<file path="src/rtl/conv_pkg.sv">
// Shared types and sizing for the conv1d datapath: sample width, channel and tap counts.
package conv_pkg;

    localparam int W        = 16;
    localparam int NUM_CH   = 4;
    localparam int NUM_TAPS = 4;

    typedef logic signed [W-1:0] act_t;
    typedef act_t [NUM_CH-1:0]   act_vec_t;

endpackage

</file>
<file path="src/rtl/act_ring_ram.sv">
// History ring for the activation cache: one synchronous write port, three
// asynchronous read ports, whole array cleared by asynchronous reset.
module act_ring_ram #(
    parameter int DEPTH = 4,
    parameter int DW    = 64,
    parameter int AW    = $clog2(DEPTH)
) (
    input  logic          clk,
    input  logic          rst,
    input  logic          we,
    input  logic [AW-1:0] waddr,
    input  logic [DW-1:0] wdata,
    input  logic [AW-1:0] raddr0,
    input  logic [AW-1:0] raddr1,
    input  logic [AW-1:0] raddr2,
    output logic [DW-1:0] rdata0,
    output logic [DW-1:0] rdata1,
    output logic [DW-1:0] rdata2
);

    logic [DW-1:0] mem_r [DEPTH];

    // Storage: reset to zero so taps before the first sample read as causal padding.
    always_ff @(posedge clk or posedge rst) begin
        if (rst) begin
            for (int i = 0; i < DEPTH; i++) begin
                mem_r[i] <= '0;
            end
        end else if (we) begin
            mem_r[waddr] <= wdata;
        end
    end

    assign rdata0 = mem_r[raddr0];
    assign rdata1 = mem_r[raddr1];
    assign rdata2 = mem_r[raddr2];

endmodule

</file>
<file path="src/rtl/activation_cache.sv">
// Dilation activation cache: captures one 4-channel vector per rising edge of in_v and
// presents taps t-3D..t. Optional macro ACTIVATION_CACHE_PRIME_EN gates out_v until the ring is full.
module activation_cache
    import conv_pkg::*;
#(
    parameter int W        = 16,
    parameter int DILATION = 1
) (
    input  logic         clk,
    input  logic         rst,
    input  logic [W-1:0] in_d0,
    input  logic [W-1:0] in_d1,
    input  logic [W-1:0] in_d2,
    input  logic [W-1:0] in_d3,
    input  logic         in_v,
    output logic [W-1:0] a0_d0,
    output logic [W-1:0] a0_d1,
    output logic [W-1:0] a0_d2,
    output logic [W-1:0] a0_d3,
    output logic [W-1:0] a1_d0,
    output logic [W-1:0] a1_d1,
    output logic [W-1:0] a1_d2,
    output logic [W-1:0] a1_d3,
    output logic [W-1:0] a2_d0,
    output logic [W-1:0] a2_d1,
    output logic [W-1:0] a2_d2,
    output logic [W-1:0] a2_d3,
    output logic [W-1:0] a3_d0,
    output logic [W-1:0] a3_d1,
    output logic [W-1:0] a3_d2,
    output logic [W-1:0] a3_d3,
    output logic         out_v
);

    localparam int DEPTH = 3 * DILATION + 1;
    localparam int PW    = $clog2(DEPTH);
    localparam int XW    = PW + 1;
    localparam int VW    = NUM_CH * W;

    // Modular add for an offset in 1..DEPTH-1; one conditional subtract suffices.
    function automatic logic [PW-1:0] ring_add(input logic [PW-1:0] base, input int off);
        logic [XW-1:0] sum;
        sum = {1'b0, base} + XW'(off);
        if (sum >= XW'(DEPTH)) begin
            sum = sum - XW'(DEPTH);
        end else begin
            sum = sum;
        end
        return sum[PW-1:0];
    endfunction

    logic          in_v_q_r;
    logic [PW-1:0] wp_r;
    logic          out_v_r;
    logic [VW-1:0] taps_r [NUM_TAPS];

    logic          capture_s;
    logic          prime_ok_s;
    logic [VW-1:0] in_vec_s;
    logic [PW-1:0] idx_d_s;
    logic [PW-1:0] idx_2d_s;
    logic [PW-1:0] idx_next_s;
    logic [VW-1:0] rd_3d_s;
    logic [VW-1:0] rd_2d_s;
    logic [VW-1:0] rd_d_s;

    // Edge detect and tap read indices; wp+1 doubles as the t-3D slot and the next pointer.
    always_comb begin
        capture_s  = in_v & ~in_v_q_r;
        in_vec_s   = {in_d3, in_d2, in_d1, in_d0};
        idx_d_s    = ring_add(wp_r, DEPTH - DILATION);
        idx_2d_s   = ring_add(wp_r, DEPTH - 2 * DILATION);
        idx_next_s = ring_add(wp_r, 1);
    end

    act_ring_ram #(
        .DEPTH (DEPTH),
        .DW    (VW),
        .AW    (PW)
    ) u_ring (
        .clk    (clk),
        .rst    (rst),
        .we     (capture_s),
        .waddr  (wp_r),
        .wdata  (in_vec_s),
        .raddr0 (idx_next_s),
        .raddr1 (idx_2d_s),
        .raddr2 (idx_d_s),
        .rdata0 (rd_3d_s),
        .rdata1 (rd_2d_s),
        .rdata2 (rd_d_s)
    );

`ifdef ACTIVATION_CACHE_PRIME_EN
    localparam int CW = $clog2(DEPTH + 1);

    logic [CW-1:0] fill_cnt_r;

    // Saturating count of captures since reset.
    always_ff @(posedge clk or posedge rst) begin
        if (rst) begin
            fill_cnt_r <= '0;
        end else if (capture_s && (fill_cnt_r != CW'(DEPTH))) begin
            fill_cnt_r <= fill_cnt_r + CW'(1);
        end else begin
            fill_cnt_r <= fill_cnt_r;
        end
    end

    // The capture that brings the count to DEPTH is the first reported one.
    assign prime_ok_s = (fill_cnt_r >= CW'(DEPTH - 1));
`else
    assign prime_ok_s = 1'b1;
`endif

    // Pointer, tap registers and the update pulse.
    always_ff @(posedge clk or posedge rst) begin
        if (rst) begin
            in_v_q_r <= 1'b0;
            wp_r     <= '0;
            out_v_r  <= 1'b0;
            for (int i = 0; i < NUM_TAPS; i++) begin
                taps_r[i] <= '0;
            end
        end else begin
            in_v_q_r <= in_v;
            out_v_r  <= capture_s & prime_ok_s;
            if (capture_s) begin
                taps_r[0] <= rd_3d_s;
                taps_r[1] <= rd_2d_s;
                taps_r[2] <= rd_d_s;
                taps_r[3] <= in_vec_s;
                wp_r      <= idx_next_s;
            end
        end
    end

    assign out_v = out_v_r;

    assign a0_d0 = taps_r[0][0*W +: W];
    assign a0_d1 = taps_r[0][1*W +: W];
    assign a0_d2 = taps_r[0][2*W +: W];
    assign a0_d3 = taps_r[0][3*W +: W];
    assign a1_d0 = taps_r[1][0*W +: W];
    assign a1_d1 = taps_r[1][1*W +: W];
    assign a1_d2 = taps_r[1][2*W +: W];
    assign a1_d3 = taps_r[1][3*W +: W];
    assign a2_d0 = taps_r[2][0*W +: W];
    assign a2_d1 = taps_r[2][1*W +: W];
    assign a2_d2 = taps_r[2][2*W +: W];
    assign a2_d3 = taps_r[2][3*W +: W];
    assign a3_d0 = taps_r[3][0*W +: W];
    assign a3_d1 = taps_r[3][1*W +: W];
    assign a3_d2 = taps_r[3][2*W +: W];
    assign a3_d3 = taps_r[3][3*W +: W];

endmodule
</file>
<file path="config.mk">
export PLATFORM = sky130hd
export DESIGN_NAME = activation_cache
export DESIGN_NICKNAME = d
export VERILOG_FILES = /design/src/rtl/conv_pkg.sv /design/src/rtl/act_ring_ram.sv /design/src/rtl/activation_cache.sv
export SDC_FILE = /design/constraint.sdc
export NUM_CORES = 1
export LEC_CHECK = 0
export CAP_MARGIN = 10
export CORE_MARGIN = 1
export CORE_UTILIZATION = 40
export CTS_BUF_LIST = sky130_fd_sc_hd__clkbuf_8 sky130_fd_sc_hd__clkbuf_16
export DETAILED_ROUTE_END_ITERATION = 10
export GPL_ROUTABILITY_DRIVEN = 1
export PLACE_DENSITY = 0.68
export SLEW_MARGIN = 20
export SYNTH_ARGS = -nofsm -noshare
export SYNTH_HDL_FRONTEND = slang
export SYNTH_SLANG_ARGS = --single-unit
</file>
<file path="constraint.sdc">
create_clock -name clk -period 51.6 [get_ports clk]
set_input_delay 12.9 -clock clk [delete_from_list [all_inputs] [get_ports clk]]
set_output_delay 12.9 -clock clk [all_outputs]
set_load 0.005 [all_outputs]
</file>
; ---- Word-level counts from Yosys, hierarchy flattened
; Index checks and enable logic that the tools add are counted.
; Widths: inputs -> output; s select.
[word_totals]
register_bits = 516
in_bits = 67
[classes]
n_addsub = 6
n_lt_le_gt_ge = 8
mux = 15
bitwise_logic = 6
n_reduce_logical = 1
[ops]
columns = op, count
row1 = $mux 64, 7
row2 = $bmux 64 s2, 3
row3 = $bwmux 256, 1
row4 = $demux 64 s2, 1
row5 = $ge 3x3->1 const B, 7
row6 = $not 2->3, 4
row7 = $add 2x2->3 const B, 2
row8 = $mux 2, 3
row9 = $sub 2x1->2 const B, 3
row10 = $add 2x1->3 const B, 1
row11 = $lt 3x1->1 const B, 1
row12 = $and 1x1->1, 1
row13 = $logic_and 1x1->1, 1
row14 = $not 1->1, 1

; ---- Logic depth before layout (Yosys ltp)
; Gate-level depths: netlist of the first run.
[logic_depth]
depth_word = 7
ltp_mapped = 11
mapped_depth_nobuf = 4

; ---- Modules after synthesis
; A second synthesis of the first run with hierarchy kept.
[unflattened]
cells_unflattened = 1332
hier_area_um2 = 25044.0
[by_module_without_submodules]
columns = mod, instances, cells_each, area_each_um2, seq_area_each_um2
row1 = act_ring_ram, 1, 778, 14458.9, 6406.1
row2 = activation_cache, 1, 554, 10585.2, 6506.2

; ---- Least setup slack after synthesis of the first run
; OpenSTA, ideal clock, no wires.
[synth_timing]
path_kind = input-to-reg
from = input port in_v
to = register taps_r, in the netlist a3_d0[0]
arrival_ns = 13.907
slack_ns = 37.569
cell_stages = 5
path_buffers = 3
path_cell_list = nor2b_1 -> buf_2 -> buf_2 -> buf_2 -> mux2_2
[synth_between]
elab_chain_cells = 1
[synth_lines]
columns = element, line
row1 = "start, declared", activation_cache.sv:15  ; input logic in_v,
row2 = $and 1x1->1, activation_cache.sv:69  ; capture_s = in_v & ~in_v_q_r;
row3 = net capture_s, activation_cache.sv:57  ; logic capture_s;
row4 = "end, declared", activation_cache.sv:55  ; logic [VW-1:0] taps_r [NUM_TAPS];
; The timed path passes the listed nets, and every way through them passes these cells.
; A chain may end at the register's enable or synchronous reset.

==> results.sh, run 1 <==
export IMPL_yosysSeqAreaShare=0.534
export IMPL_num_rows=89
export IMPL_wl_per_cell_um=22.2
export IMPL_finalCritPeriodShare=0.323
export IMPL_overflow=0
export IMPL_skew_ns=0.0147
export IMPL_antenna_cells=0
export IMPL_die_area_mm2=0.0615
export IMPL_maxSlewViolCount=0
export IMPL_root_buffer="clkbuf_16"
export IMPL_endpoint_kind="asynchronous set/reset pin"
export IMPL_start_util=0.408
export IMPL_ys_types=15
export IMPL_timing_hold_ws_ns=0.503
export IMPL_p_leak_uw=0.0123
export IMPL_cts_buffers=57
export IMPL_critPathRequiredTime_ns=52.20
export IMPL_pwr_density_cell_mw_per_mm2=68.5
export IMPL_io_pins=324
export IMPL_final_cells=2448
export IMPL_ctsHoldBuffers=0
export IMPL_syn_avg_cell_area_um2=18.1
export IMPL_die_height_um=248
export IMPL_post_route_min_period_ns=16.66
export IMPL_final_common_cell="dfrtp_1"
export IMPL_place_gp_congestion=0.704
export IMPL_met2_usage=0.291
export IMPL_routed_wl_mm=54.4
export IMPL_cts_tree="done"
export IMPL_crit_chain="clkdlybuf4s50_1, inv_8, buf_4, buf_4, buf_4, buf_4"
export IMPL_fmax_mhz=60.0
export IMPL_fin_nets=1709
export IMPL_top_usage_layer="met2"
export IMPL_synth_ff_latch_count=516
export IMPL_ant_nets=0
export IMPL_insertion_delay_ns=0.59
export IMPL_clkSlewWorstSetupHoldPaths_ns=0.05
export IMPL_grt_setup_unrepaired="false"
export IMPL_io_buffers=323
export IMPL_dr_pass1_iters=4
export IMPL_postSynthCellCount=1334
export IMPL_grt_max_degree=159
export IMPL_cts_resized_gates=0
export IMPL_met1_usage=0.246
export IMPL_met3_usage=0.0398
export IMPL_critical_path_arrival_ns=17.26
export IMPL_grt_pass1_vias=14200
export IMPL_viasPerCell=5.50
export IMPL_final_setup_tns_ns=0
export IMPL_hold_viol_final=0
export IMPL_path_delay_family="buffers and inverters"
export IMPL_fillCellCount=4914
export IMPL_path_class="in2async"
export IMPL_synth_warnings=0
export IMPL_worstMarginPinSlew_ns=1.11
export IMPL_cp_common_cell="buf_4"
export IMPL_layout_drive_gt1_share=0.487
export IMPL_clock_sinks=516
export IMPL_clockBufferDepth=3
export IMPL_synth_nets=1405
export IMPL_outcome="finished clean"
export IMPL_cp_max_fo=123
export IMPL_critPathSlowestCell="buf_4"
export IMPL_setup_violations=0
export IMPL_hp_class="reg2reg"
export IMPL_grt_pass1_wl_mm=84.8
export IMPL_hpwl_mm=33.4
export IMPL_syn_to_final_growth_pct=22.7
export IMPL_track_usage=0.179
export IMPL_dp_cells=2352
export IMPL_slowest_delay_ns=0.86
export IMPL_cts_setup_buffers=0
export IMPL_drc=0
export IMPL_relSlewSlack=0.260
export IMPL_syn_area_mm2=0.0242
export IMPL_die_w_um=248
export IMPL_cts_htree_levels=2
export IMPL_dr_total_vias=13500
export IMPL_cp_start_kind="input port"
export IMPL_antenna_found_initial=1
export IMPL_drt_iter0_markers=663
export IMPL_ir_drop_v=0.0000310
export IMPL_core_mm2=0.0594
export IMPL_max_cap_violations=0
export IMPL_final_cell_mix="514 x dfrtp_1, 413 x mux2_2, 323 x clkdlybuf4s50_1, 192 x mux4_2, 100 x mux2_4"
export IMPL_cp_num_buf_inv=6
## cell type report
| type | count | area (µm²) | area share |
|---|---|---|---|
| Inverter | 3 | 18.8 | 0.000632 |
| Timing Repair Buffer | 345 | 3410 | 0.115 |
| Multi-Input combinational cell | 715 | 10600 | 0.357 |
| Sequential cell | 516 | 12900 | 0.435 |
| Clock buffer | 73 | 1650 | 0.0555 |
| Tap cell | 773 | 967 | 0.0326 |
| Clock inverter | 23 | 130 | 0.00438 |
## flip-flops by register name (all words and copies together), names as in the netlist
register,cells
a0_d0,16
a0_d1,16
a0_d2,16
a0_d3,16
a1_d0,16
a1_d1,16
a1_d2,16
a1_d3,16
a2_d0,16
a2_d1,16
a2_d2,16
a2_d3,16
a3_d0,16
a3_d1,16
a3_d2,16
a3_d3,16
in_v_q_r,1
out_v,1
u_ring.mem_r,256
wp_r,2
## stage by stage
step / worst slack (ns) / util / area (µm²) / total power, µW
floorplan: 24.29 / - / 24200 / 1360
global placement: 34.10 / 0.470 / 27900 / 1640
detailed placement: 33.97 / 0.470 / 27900 / 1660
CTS: 34.61 / 0.500 / 29700 / 2060
global route: 34.15 / 0.500 / 29700 / 2160
finish: 34.94 / 0.500 / 29700 / 2030
## final timing paths
kind / slack, ns / depth (start not counted) / startpoint / end
min in group asynchronous: 12.86 / 2 / rst / u_ring.mem_r[119]$_DFFE_PP0P_
max reg2reg: 47.26 / 6 / wp_r[1]$_DFFE_PP0P_ / a2_d0[5]$_DFFE_PP0P_
min reg2reg: 0.50 / 1 / a1_d3[4]$_DFFE_PP0P_ / a1_d3[4]$_DFFE_PP0P_
max in group clk: 36.43 / 5 / in_v / a1_d2[3]$_DFFE_PP0P_
min: 0.50 / 1 / a1_d3[4]$_DFFE_PP0P_ / a1_d3[4]$_DFFE_PP0P_
max: 34.94 / 6 / rst / a0_d1[10]$_DFFE_PP0P_
## Yosys cell counts
cell type | n | area [µm²]
dfrtp_1 | 516 | 12900
mux2_2 | 413 | 4650
mux4_2 | 192 | 4320
mux2_4 | 100 | 1500
buf_2 | 69 | 345
buf_12 | 11 | 220
buf_4 | 7 | 52.6
clkbuf_1 | 6 | 22.5
buf_6 | 4 | 45.0
ha_1 | 4 | 50.1
nand3b_1 | 4 | 30.0
buf_1 | 3 | 11.3
inv_1 | 3 | 11.3
nor2b_1 | 1 | 6.26
xnor2_1 | 1 | 8.76
## power by group
group	leakage [µW]	total (µW)	internal, µW	switching (µW)
Clock	0.000927	384	226	158
Combinational	0.00517	891	606	285
Sequential	0.00621	757	593	164
Total	0.0123	2030	1430	606
## metal layers
layer | share of wire | wire (µm)
met2 | 0.49 | 26500
met4 | 0.016 | 865
met5 | 0 | 0
met3 | 0.058 | 3160
met1 | 0.44 | 23900
## logic make-up (layout without fill, tap and decap cells)
kind of cell               after synthesis  after routing  share of synthesized area
buffers and inverters                  103            444                     0.0293
xor gates and xnor gates                 1              1                   0.000362
DFF                                    516            516                      0.534
adders and majority gates                4              4                    0.00207
and+or+nand+nor                          5              5                    0.00150
muxes                                  705            705                      0.433
Note: power is estimated with default switching activity, not from simulation.
==> run 2: changes to the inputs <==
Clock period 51.6 ns to 16.67 ns, I/O delays scaled along.
==> results.sh, run 2 (synthesis gave the netlist of run 1 again) <==
export IMPL_met1_usage=0.241
export IMPL_track_usage=0.175
export IMPL_seqPwrFrac=0.375
export IMPL_combPwrFrac=0.434
export IMPL_hp_start="a0_d3[8]$_DFFE_PP0P_"
export IMPL_critPathRequiredTime_ns=17.14
export IMPL_hpwl_mm=32.7
export IMPL_die_area_mm2=0.0615
export IMPL_cts_htree_levels=2
export IMPL_hp_class="reg2reg"
export IMPL_start_util=0.408
export IMPL_endpoint_kind="flop"
export IMPL_overflow=0
export IMPL_top_usage_layer="met2"
export IMPL_root_buffer="clkbuf_16"
export IMPL_p_leak_uw=0.0123
export IMPL_max_cap_violations=0
export IMPL_viasPerCell=5.47
export IMPL_final_cell_mix="514 x dfrtp_1, 413 x mux2_2, 323 x clkdlybuf4s50_1, 192 x mux4_2, 100 x mux2_4"
export IMPL_drt_iter0_markers=729
export IMPL_outcome="finished clean"
export IMPL_skew_ns=0.0147
export IMPL_worstMarginPinSlew_ns=1.08
export IMPL_num_rows=89
export IMPL_final_cells=2449
export IMPL_timing_rr_start="wp_r[0]$_DFFE_PP0P_"
export IMPL_fillCellCount=4895
export IMPL_place_gp_congestion=0.748
export IMPL_grt_max_degree=186
export IMPL_final_setup_tns_ns=0
export IMPL_postLayoutCoreUtil=0.501
export IMPL_grt_setup_unrepaired="false"
export IMPL_ctsHoldBuffers=0
export IMPL_grt_pass1_wl_mm=84.1
export IMPL_clock_sinks=516
export IMPL_path_class="in2reg"
export IMPL_ir_drop_v=0.000124
export IMPL_crit_path_start="in_v"
export IMPL_intPower_uw=4420
export IMPL_die_w_um=248
export IMPL_die_height_um=248
export IMPL_grt_pass1_vias=14200
export IMPL_largest_reg_flops=256
export IMPL_place_area_mm2=0.0279
export IMPL_ant_nets=0
export IMPL_final_area_mm2=0.0297
export IMPL_cp_start_kind="input port"
export IMPL_final_common_cell="dfrtp_1"
export IMPL_largest_register="u_ring.mem_r"
export IMPL_routed_wl_mm=53.0
export IMPL_layout_drive_gt1_share=0.486
export IMPL_met3_usage=0.0424
export IMPL_dr_total_vias=13400
export IMPL_power_clock_fraction=0.191
export IMPL_r2r_slack_ns=12.87
export IMPL_cts_tree="done"
export IMPL_sw_frac_of_total=0.298
export IMPL_clkSlewWorstSetupHoldPaths_ns=0.06
export IMPL_dp_cells=2349
export IMPL_maxSlewViolCount=0
export IMPL_clockBufferDepth=3
export IMPL_io_buffers=323
export IMPL_relSlewSlack=0.278
export IMPL_pwr_density_cell_mw_per_mm2=212
export IMPL_post_route_min_period_ns=7.00
export IMPL_p_sw_uw=1880
export IMPL_dr_pass1_iters=4
export IMPL_cts_resized_gates=0
export IMPL_antenna_cells=0
export IMPL_cp_max_fo=64
export IMPL_met2_usage=0.281
export IMPL_core_mm2=0.0594
export IMPL_io_pins=324
export IMPL_drc=0
export IMPL_wl_per_cell_um=21.6
export IMPL_critical_path_arrival_ns=7.47
export IMPL_hold_viol_final=0
export IMPL_antenna_found_initial=1
export IMPL_setup_violations=0
export IMPL_fmax_mhz=143
export IMPL_fin_nets=1705
export IMPL_insertion_delay_ns=0.59
export IMPL_syn_to_final_growth_pct=22.8
export IMPL_finalCritPeriodShare=0.420
export IMPL_cts_setup_buffers=0
export IMPL_cts_buffers=56
-- run 2: changes by cell type in the layout (fill, tap and decap cells not counted), sizes merged --
cell / before / now
buf: 22 / 19
clkbuf: 73 / 74
clkinvlp: 2 / 3
inv: 15 / 17
-- run 2: final cells by class --
type / instances / area, µm² / share of cell area
Timing Repair Buffer: 342 / 3400 / 0.115
Inverter: 3 / 15.0 / 0.000505
Clock inverter: 26 / 150 / 0.00505
Tap cell: 773 / 967 / 0.0326
Multi-Input combinational cell: 715 / 10600 / 0.357
Sequential cell: 516 / 12900 / 0.435
Clock buffer: 74 / 1660 / 0.0559
-- run 2: per-stage QoR --
| stage | hold WS [ns] | setup WS (ns) | power, µW |
|---|---|---|---|
| finish | 0.504 | 9.67 | 6300 |
| global route | 0.516 | 9.51 | 6680 |
| CTS | 0.507 | 9.69 | 6380 |
| detailed placement | 0.493 | 9.05 | 5140 |
| global placement | 0.489 | 9.13 | 5060 |
| floorplan | 0.505 | 5.49 | 4200 |
-- run 2: layer usage --
metal  wire length [µm]  vias to the layer above  share of wire
met2              25800                      330           0.49
met3               3150                       75          0.059
li1                   -                     5744              -
met5                 11                        -        0.00021
met4                930                        2          0.018
met1              23100                     7253           0.44
-- run 2: worst max-delay path: stages --
cell,delay (ns)
clkdlybuf4s50_1,0.58
nor2b_4,0.62
buf_4,0.67
buf_4,0.89
mux2_2,0.43
-- run 2: final timing paths --
| kind | end | cells after the start |
|---|---|---|
| worst min-delay path | a0_d3[8]$_DFFE_PP0P_ | 1 |
| worst min register to register | a0_d3[8]$_DFFE_PP0P_ | 1 |
| min in group asynchronous | u_ring.mem_r[181]$_DFFE_PP0P_ | 2 |
| max in group asynchronous | a2_d1[6]$_DFFE_PP0P_ | 4 |
| worst max register to register | a2_d1[8]$_DFFE_PP0P_ | 4 |
| worst max-delay path | a2_d1[8]$_DFFE_PP0P_ | 5 |
-- run 2: power groups by stage --
stage | registers, µW | logic [µW] | clock network, µW
floorplan | 2190 | 2010 | 0
CTS | 2360 | 2780 | 1240
global route | 2450 | 2940 | 1290
finish | 2360 | 2730 | 1200
global placement | 2330 | 2720 | 0
detailed placement | 2380 | 2760 | 0
==> run 3: changes to the inputs <==
Clock period 16.67 ns to 6.65 ns, I/O delays scaled along.
==> results.sh, run 3 (synthesis gave the netlist of run 1 again) <==
export IMPL_outcome="finished clean"
export IMPL_hp_start="a2_d1[10]$_DFFE_PP0P_"
export IMPL_worstMarginPinSlew_ns=0.997
export IMPL_io_pins=324
export IMPL_viasPerCell=5.45
export IMPL_wl_per_cell_um=21.4
export IMPL_timing_rr_start="wp_r[0]$_DFFE_PP0P_"
export IMPL_p_sw_uw=4700
export IMPL_place_area_mm2=0.0280
export IMPL_intPower_uw=11200
export IMPL_ant_nets=0
export IMPL_cp_max_fo=57
export IMPL_pwr_density_cell_mw_per_mm2=532
export IMPL_worst_hold_path_endpoint="a2_d1[10]$_DFFE_PP0P_"
export IMPL_overflow=0
export IMPL_clock_sinks=516
export IMPL_dp_cells=2352
export IMPL_grt_max_degree=163
export IMPL_largest_reg_flops=256
export IMPL_setup_violations=0
export IMPL_die_area_mm2=0.0615
export IMPL_core_mm2=0.0594
export IMPL_dr_total_vias=13400
export IMPL_reg2reg_depth=4
export IMPL_total_power_uw=15900
export IMPL_cts_buffers=57
export IMPL_layout_drive_gt1_share=0.487
export IMPL_final_area_mm2=0.0299
export IMPL_met2_usage=0.275
export IMPL_p_leak_uw=0.0124
export IMPL_antenna_found_initial=2
export IMPL_path_class="reg2reg"
export IMPL_power_clock_fraction=0.197
export IMPL_min_path_cells=1
export IMPL_ir_drop_v=0.000352
export IMPL_endpoint_kind="flop"
export IMPL_max_cap_violations=0
export IMPL_routed_wl_mm=52.6
export IMPL_track_usage=0.174
export IMPL_met3_usage=0.0424
export IMPL_hold_viol_final=0
export IMPL_syn_to_final_growth_pct=23.6
export IMPL_largest_register="u_ring.mem_r"
export IMPL_timing_hold_ws_ns=0.502
export IMPL_drc=0
export IMPL_clkSlewWorstSetupHoldPaths_ns=0.06
export IMPL_num_rows=89
export IMPL_skew_ns=0.0166
export IMPL_root_buffer="clkbuf_16"
export IMPL_die_height_um=248
export IMPL_grt_pass1_vias=14000
export IMPL_top_usage_layer="met2"
export IMPL_cts_tree="done"
export IMPL_relSlewSlack=0.335
export IMPL_met1_usage=0.240
export IMPL_finalCritPeriodShare=0.542
export IMPL_combPwrFrac=0.433
export IMPL_final_cell_mix="514 x dfrtp_1, 413 x mux2_2, 323 x clkdlybuf4s50_1, 192 x mux4_2, 100 x mux2_4"
export IMPL_cp_start_kind="flop"
export IMPL_fmax_mhz=278
export IMPL_maxSlewViolCount=0
export IMPL_sw_frac_of_total=0.296
export IMPL_critical_path_arrival_ns=4.07
export IMPL_drt_iter0_markers=654
export IMPL_antenna_cells=0
export IMPL_postLayoutCoreUtil=0.504
export IMPL_final_common_cell="dfrtp_1"
export IMPL_hpwl_mm=33.2
export IMPL_ctsHoldBuffers=0
export IMPL_dr_pass1_iters=4
export IMPL_grt_setup_unrepaired="false"
export IMPL_fillCellCount=4914
export IMPL_insertion_delay_ns=0.60
export IMPL_cts_setup_buffers=0
export IMPL_fin_nets=1709
export IMPL_clockBufferDepth=3
export IMPL_io_buffers=323
export IMPL_seqPwrFrac=0.370
export IMPL_r2r_end="a2_d1[14]$_DFFE_PP0P_"
export IMPL_grt_pass1_wl_mm=83.0
export IMPL_place_gp_congestion=0.738
export IMPL_hp_class="reg2reg"
export IMPL_critPathRequiredTime_ns=7.12
export IMPL_die_w_um=248
export IMPL_cts_htree_levels=2
export IMPL_start_util=0.408
export IMPL_cts_resized_gates=0
export IMPL_post_route_min_period_ns=3.60
export IMPL_r2r_slack_ns=3.05
export IMPL_final_cells=2457
## run 3: cell count changes in the layout (fill, tap and decap cells not counted), sizes merged
cell / change
bufinv: +2
inv: +3
buf: +3
clkbuf: +1
clkinv: -1
## run 3: how the worst max path moves through the flow
stage                             start                    end  slack, ns  depth (start not counted)
floorplan                           rst   a0_d0[0]$_DFFE_PP0P_      -2.02                          1
global placement                   in_v  a3_d1[10]$_DFFE_PP0P_       2.89                          4
CTS                 wp_r[0]$_DFFE_PP0P_  a2_d2[11]$_DFFE_PP0P_       2.94                          4
global route        wp_r[0]$_DFFE_PP0P_  a2_d1[10]$_DFFE_PP0P_       2.70                          4
detailed placement                 in_v   a3_d1[9]$_DFFE_PP0P_       2.83                          4
finish              wp_r[0]$_DFFE_PP0P_  a2_d1[14]$_DFFE_PP0P_       3.05                          4
## run 3: final cells by class
cell class	count	area, µm²	area share
sequential	516	12900	0.432
inverter	3	15.0	0.000502
clock inverter	30	216	0.00724
multi-input combinational	715	10600	0.354
timing repair buffer	345	3490	0.117
tap	773	967	0.0324
clock buffer	75	1700	0.0568
## run 3: metal layers
| layer | routed length (µm) | share of wire |
|---|---|---|
| met1 | 23300 | 0.44 |
| met2 | 25000 | 0.48 |
| met3 | 3250 | 0.062 |
| met4 | 1040 | 0.020 |
| met5 | 0 | 0 |
## run 3: per-stage QoR
step,setup slack (ns),TNS (ns)
global route,2.70,0
finish,3.05,0
floorplan,-2.02,-1042.72
CTS,2.94,0
detailed placement,2.83,0
global placement,2.89,0
## run 3: power groups by stage
stage / clock network [µW] / logic (µW) / registers (µW)
floorplan: 0 / 5040 / 5480
global placement: 0 / 6880 / 5830
detailed placement: 0 / 6960 / 5930
CTS: 3250 / 7010 / 5890
global route: 3370 / 7400 / 6110
finish: 3130 / 6890 / 5900
## run 3: worst max-delay path, stage by stage, from the launching register on
cell and delay (ns):
dfrtp_4 0.78, buf_4 0.87, buf_4 0.86, mux4_2 0.60
mux2_2 0.27
